==> src/rtl/uart_rx_byte.sv <==
`timescale 1ns/1ps
// UART 8N1 receiver: recovers LSB-first bytes from an asynchronous rx line.
// Latency: 2-cycle synchronizer, then HALF + 9*CLK_DIV + 1 cycles from falling edge to byte_ready.
// No backpressure: each good byte overwrites rx_data at its strobe; consumer must keep up.
module uart_rx_byte #(
  parameter int CLK_DIV = 434,
  parameter int CNT_W   = $clog2(CLK_DIV)
) (
  input  logic       clk,
  input  logic       rst,
  input  logic       rx,
  output logic [7:0] rx_data,
  output logic       byte_ready,
  output logic       frame_error,
  output logic       busy
);

  localparam int HALF = CLK_DIV >> 1;
  localparam logic [CNT_W-1:0] CNT_MID  = CNT_W'(HALF - 1);
  localparam logic [CNT_W-1:0] CNT_LAST = CNT_W'(CLK_DIV - 1);

  typedef enum logic [2:0] {IDLE, START, DATA, STOP, BRK} state_t;

  logic             s1, s2;
  state_t           state, state_n;
  logic [CNT_W-1:0] cnt, cnt_n;
  logic [2:0]       bit_idx, bit_idx_n;
  logic [7:0]       shift, shift_n;
  logic [7:0]       rx_data_n;
  logic             byte_ready_n, frame_error_n;

  // Two-flop synchronizer; idles high so reset does not look like a start bit.
  always_ff @(posedge clk or posedge rst) begin
    if (rst) begin
      s1 <= 1'b1;
      s2 <= 1'b1;
    end else begin
      s1 <= rx;
      s2 <= s1;
    end
  end

  // State, counters and registered outputs.
  always_ff @(posedge clk or posedge rst) begin
    if (rst) begin
      state       <= IDLE;
      cnt         <= '0;
      bit_idx     <= '0;
      shift       <= '0;
      rx_data     <= '0;
      byte_ready  <= 1'b0;
      frame_error <= 1'b0;
    end else begin
      state       <= state_n;
      cnt         <= cnt_n;
      bit_idx     <= bit_idx_n;
      shift       <= shift_n;
      rx_data     <= rx_data_n;
      byte_ready  <= byte_ready_n;
      frame_error <= frame_error_n;
    end
  end

  // Next-state logic: verify start at mid-bit, then sample every CLK_DIV cycles.
  always_comb begin
    state_n       = state;
    cnt_n         = cnt;
    bit_idx_n     = bit_idx;
    shift_n       = shift;
    rx_data_n     = rx_data;
    byte_ready_n  = 1'b0;
    frame_error_n = 1'b0;
    case (state)
      IDLE: begin
        if (!s2) begin
          state_n = START;
          cnt_n   = '0;
        end
      end
      START: begin
        if (cnt == CNT_MID) begin
          cnt_n = '0;
          if (!s2) begin
            state_n   = DATA;
            bit_idx_n = '0;
          end else begin
            // Line went back high before mid-bit: treat as a glitch.
            state_n = IDLE;
          end
        end else begin
          cnt_n = cnt + CNT_W'(1);
        end
      end
      DATA: begin
        if (cnt == CNT_LAST) begin
          shift_n   = {s2, shift[7:1]};
          cnt_n     = '0;
          bit_idx_n = bit_idx + 3'd1;
          if (bit_idx == 3'd7) state_n = STOP;
        end else begin
          cnt_n = cnt + CNT_W'(1);
        end
      end
      STOP: begin
        if (cnt == CNT_LAST) begin
          cnt_n = '0;
          if (s2) begin
            rx_data_n    = shift;
            byte_ready_n = 1'b1;
            state_n      = IDLE;
          end else begin
            frame_error_n = 1'b1;
            state_n       = BRK;
          end
        end else begin
          cnt_n = cnt + CNT_W'(1);
        end
      end
      BRK: begin
        // Hold here until the line recovers so a break reports only once.
        if (s2) state_n = IDLE;
      end
      default: state_n = IDLE;
    endcase
  end

  assign busy = (state != IDLE);

endmodule

==> config.mk <==
export PLATFORM = sky130hd
export DESIGN_NAME = uart_rx_byte
export DESIGN_NICKNAME = d
export VERILOG_FILES = /design/src/rtl/uart_rx_byte.sv
export SDC_FILE = /design/constraint.sdc
export NUM_CORES = 1
export LEC_CHECK = 0
export CORE_ASPECT_RATIO = 0.6
export CORE_MARGIN = 5
export CORE_UTILIZATION = 40
export CTS_CLUSTER_SIZE = 20
export DETAILED_ROUTE_END_ITERATION = 12
export HOLD_SLACK_MARGIN = 0.02
export PLACE_DENSITY_LB_ADDON = 0.3
export SYNTH_ARGS = -nofsm -noshare
export SYNTH_HDL_FRONTEND = slang
export SYNTH_SLANG_ARGS = --single-unit
==> constraint.sdc <==
create_clock -name clk -period 1.9 [get_ports clk]
set_input_delay 0.38 -clock clk [delete_from_list [all_inputs] [get_ports clk]]
set_output_delay 0.38 -clock clk [all_outputs]
set_load 0.05 [all_outputs]
## Word level (Yosys, flattened, before mapping)

Index checks and enable logic that the tools add are counted.
W data, S select, Z words.

| storage, ports and cells | value |
|---|---|
| register bits after elaboration | 35 |
| input bits | 3 |
| output and inout port bits | 11 |
| word-level logic and storage cells | 58 |

| cells by class | value |
|---|---|
| add/sub/neg operators | 2 |
| equality and inequality tests | 14 |
| muxes and demuxes | 23 |
| reductions and logical operators | 10 |

Operators with widths:

| operator | number |
|---|---|
| $mux W3 | 10 |
| $mux W9 | 3 |
| $pmux W9 S3 | 1 |
| $pmux W3 S5 | 1 |
| $ne A2 B2 Y1 const B | 7 |
| $add A9 B1 Y9 const B | 1 |
| $eq A9 B8 Y1 const B | 1 |
| $eq A9 B9 Y1 const B | 1 |
| $eq A3 B2 Y1 const B | 2 |
| $eq A3 B3 Y1 const B | 2 |
| $mux W1 | 6 |
| $pmux W3 S2 | 1 |
| $reduce_and A6 Y1 | 1 |
| $reduce_bool A3 Y1 | 2 |
| $reduce_and A2 Y1 | 2 |
| $reduce_and A4 Y1 | 1 |
| $add A3 B1 Y3 const B | 1 |
| $eq A3 B1 Y1 const B | 1 |
| $logic_not A3 Y1 | 1 |
| $reduce_and A3 Y1 | 1 |
| $mux W2 | 1 |
| $reduce_bool A2 Y1 | 1 |
| $reduce_or A2 Y1 | 1 |

## Depth between registers and ports, before layout

| logic depth | value |
|---|---|
| depth in word-level cells | 4 |
| depth in mapped cells | 7 |
| gate-level depth less buffers | 6 |

## Worst setup path after synthesis

No wires, ideal clock.

| path | value |
|---|---|
| kind | register to register |
| start | register cnt[1] |
| end | register shift[0] |
| library setup time | 125 ps |
| data arrival time | 1490 ps |
| setup slack | 285 ps |
| cell stages (with the launch flop) | 7 |
| path through | dfrtp_1 > inv_1 > ha_1 > nand4bb_4 > nor4_4 > buf_6 > mux2_2 |

| on the way | value |
|---|---|
| word-level cells in the longest chain between the ends | 2 |

Ends and longest elaborated chain:

| item | RTL line | source |
|---|---|---|
| from (decl) | 26 | `logic [CNT_W-1:0] cnt, cnt_n;` |
| from (signal assigned) | 55 | `cnt <= cnt_n;` |
| $eq A9 B9 Y1 | 95 | `if (cnt == CNT_LAST) begin` |
| $reduce_and A2 Y1 (no line) | - |  |
| to (signal assigned) | 57 | `shift <= shift_n;` |
| to (decl) | 28 | `logic [7:0] shift, shift_n;` |

No other way between the ends.
A chain may end at the register's enable or synchronous reset.

## Worst setup path in the final report

| path | value |
|---|---|
| start | register rx_data[2] |
| end | output rx_data[2] |

RTL lines:

| item | RTL line | source |
|---|---|---|
| from (decl) | 12 | `output logic [7:0] rx_data,` |
| from (signal assigned) | 58 | `rx_data <= rx_data_n;` |

No word-level cell between the ends.

==> results.ini <==
[global_routing]
top_usage_layer = met2
grtUsageTotal = 0.1326
grt_pass1_vias = 1167
gr-usage-met1 = 0.1815
grt_pass1_wl_mm = 5.671
use_met3 = 0.04213
use_met2 = 0.1915
grt_remaining_overflow = 0
grt_start_max_net_pins = 36
antenna_found_initial = 0

[logic_synthesis]
yosysSeqAreaShare = 0.5117
synth_cells = 143
synth_enable_flop_cells = 0
ys.flop_type = dfrtp_1
yosysTopAreaCellShare = 0.4810
async_flop_share = 1.000
ys_types = 43
synth.cell_area_mm2 = 0.001717
synthTopCellsByArea = dfrtp_1 48%, mux2_2 10%, ha_1 3.6%, dfstp_2 3.1%, nand2_1 2.6%
synth_common_cells = 33 x dfrtp_1, 16 x mux2_2, 12 x nand2_1
ys_warn_count = 0
ys_seq_elements = 35
yosysTopAreaCell = dfrtp_1
syn_avg_cell_area_um2 = 12.00
syn_nets = 151
yosysMostFrequentCell = dfrtp_1

[floorplanning]
num_rows = 18
boundaryPins = 14
core_area_mm2 = 0.004121
die_height_um = 60.75
initial_utilization = 0.4165
fp.dieW_um = 94.58
dieArea_mm2 = 0.005745

[sta]
min_period_ps = 1847
tightest_slew_ps = 500.6
slew_headroom = 0.6652
fmax_mhz = 541.4
setup_slack_ps = 52.85
maxSlewViolCount = 0
fin_crit_sh = 0.9722
skew_ps = 9.307
setup_violations = 0
rsz0062_at_grt = no
holdWs_ps = 357.6
final_hold_viol_count = 0
tns_ps = 0

[setup_path]
cpMaxStageDelayCell = clkdlybuf4s50_1
worstReg2RegStart = cnt[1]
required_ps = 1520
worstRegToRegCells = 6
reg2reg_slack_ps = 160
path_buf_inv = 1
path_cells = clkdlybuf4s50_1
critPathCaptureType = output pin
critPathKind = flip-flop to output pin
cp.arrival_ps = 1470
start_kind = flip-flop
cp_max_fo = 2
crit_path_start = rx_data[2]
critPathTopFamily = buffers and inverters
timing.rr.end = shift[7]
crit_path_end = rx_data[2]
cp_num_cells = 1
critPathMaxStageDelay_ps = 810

[clock_network]
postCtsHoldBufs = 0
cts_max_level = 2
cts_buffers = 5
clock-root-buffer = clkbuf_8
clk_pin_slew_worst_paths_ps = 80
clkLatencyLatePin_ps = 290
cts_resized = 0
cts.sinks = 35
post_cts_buffers = 0
cts_tree = built
cts_buffer_depth = 2

[place]
routabilityCongestion = 0.8749
placed_cell_area_mm2 = 0.001901
place_hpwl_mm = 2.300
pre_cts_slack_ps = 156.2
numPortBuffers = 13

[finish]
synthToLayoutAreaGrowth_pct = 17.57
drive_gt1_frac = 0.2945
final_area_mm2 = 0.002018
n_antenna_cell = 0
final_nets = 170

[route]
routedWlPerCell_um = 14.71
totalWireLength_mm = 3.281
firstDrtPassIters = 4
vias = 1154
first_iter_violations = 78
ant_nets = 0
drc = 0
vias_per_cell = 5.175

[power_and_ir_drop]
switching_share = 0.1953
peakVddDrop_mv = 0.3795
seq_power_share = 0.514
p_int_mw = 1.179
cellLeakagePower_nw = 0.9347
p_sw_mw = 0.2860
p_comb_frac = 0.015
clockPowerShare = 0.472
powerDensity_mw_per_mm2 = 725.9
total_power_mw = 1.465

[run]
max_cap_viol_count = 0

[worst_hold_path]
min_path_type = flip-flop to flip-flop

[status]
outcome = completed

-- state kept, by name (all words and copies together), names as in the netlist --
register / flops
byte_ready: 1
state: 3
cnt: 9
s1: 1
shift: 8
bit_idx: 3
frame_error: 1
s2: 1
rx_data: 8
-- cells by family (layout without fill, tap and decap cells) --
family	after synthesis	count (layout)	share of synthesized area
buffers and inverters	12	32	0.04008
flip-flops	35	35	0.5117
adder cells (fa/ha/maj)	5	5	0.03644
AO/OA/AOI/OAI	28	28	0.1137
XOR/XNOR	1	1	0.005103
AND/OR/NAND/NOR	44	44	0.1757
multiplexers	18	18	0.1173
-- power groups by stage --
stage	combinational [mW]	clock (mW)	sequential, mW
detailed placement	0.0230	0	0.766
CTS	0.0230	0.707	0.752
floorplan	0.0152	0	0.763
global route	0.0257	0.730	0.752
global placement	0.0222	0	0.766
finish	0.0214	0.691	0.753
-- worst min-delay path by stage --
stage	start	end	slack, ps	cells past startpoint
2_1_floorplan	s1	s2	350	0
3_3_place_gp	s1	s2	350	0
3_5_place_dp	s1	s2	350	0
4_1_cts	s1	s2	360	0
5_1_grt	s1	s2	360	0
6_report	s1	s2	360	0
-- metrics by stage --
step           instances  utilization
3_3_place_gp         215       0.4611
4_1_cts              223       0.4897
6_report             223       0.4897
2_1_floorplan        143            -
5_1_grt              223       0.4897
3_5_place_dp         215       0.4611
-- cell type report --
class | count | area, um2
fill | 366 | 2103
sequential | 35 | 878.3
multi-input combinational | 96 | 769.5
timing repair buffer | 18 | 155.1
clock buffer | 6 | 82.58
tap | 60 | 75.07
clock inverter | 2 | 35.03
inverter | 6 | 22.52
-- per-layer routing --
metal / vias up / wire length, um
met2: 30 / 1432
met3: 4 / 160
li1: 550 / -
met4: 0 / 44
met1: 570 / 1643
met5: - / 0
-- placed cells by master (no fill, tap or decap), types with 2 or more instances in the layout --
cell / count
nor3_1: 2
a22o_1: 2
ha_1: 5
inv_1: 6
o21ai_0: 6
nand3_1: 4
buf_4: 10
a21oi_1: 3
o21ai_1: 3
mux2_2: 16
nor2b_1: 2
clkdlybuf4s50_1: 8
dfrtp_1: 33
dfstp_2: 2
nor2_4: 2
nand2_1: 12
clkbuf_8: 6
nor2_1: 11
nand2b_1: 2
o211ai_1: 3
o22ai_1: 2
No activity file was read; power rests on OpenSTA's default activity.
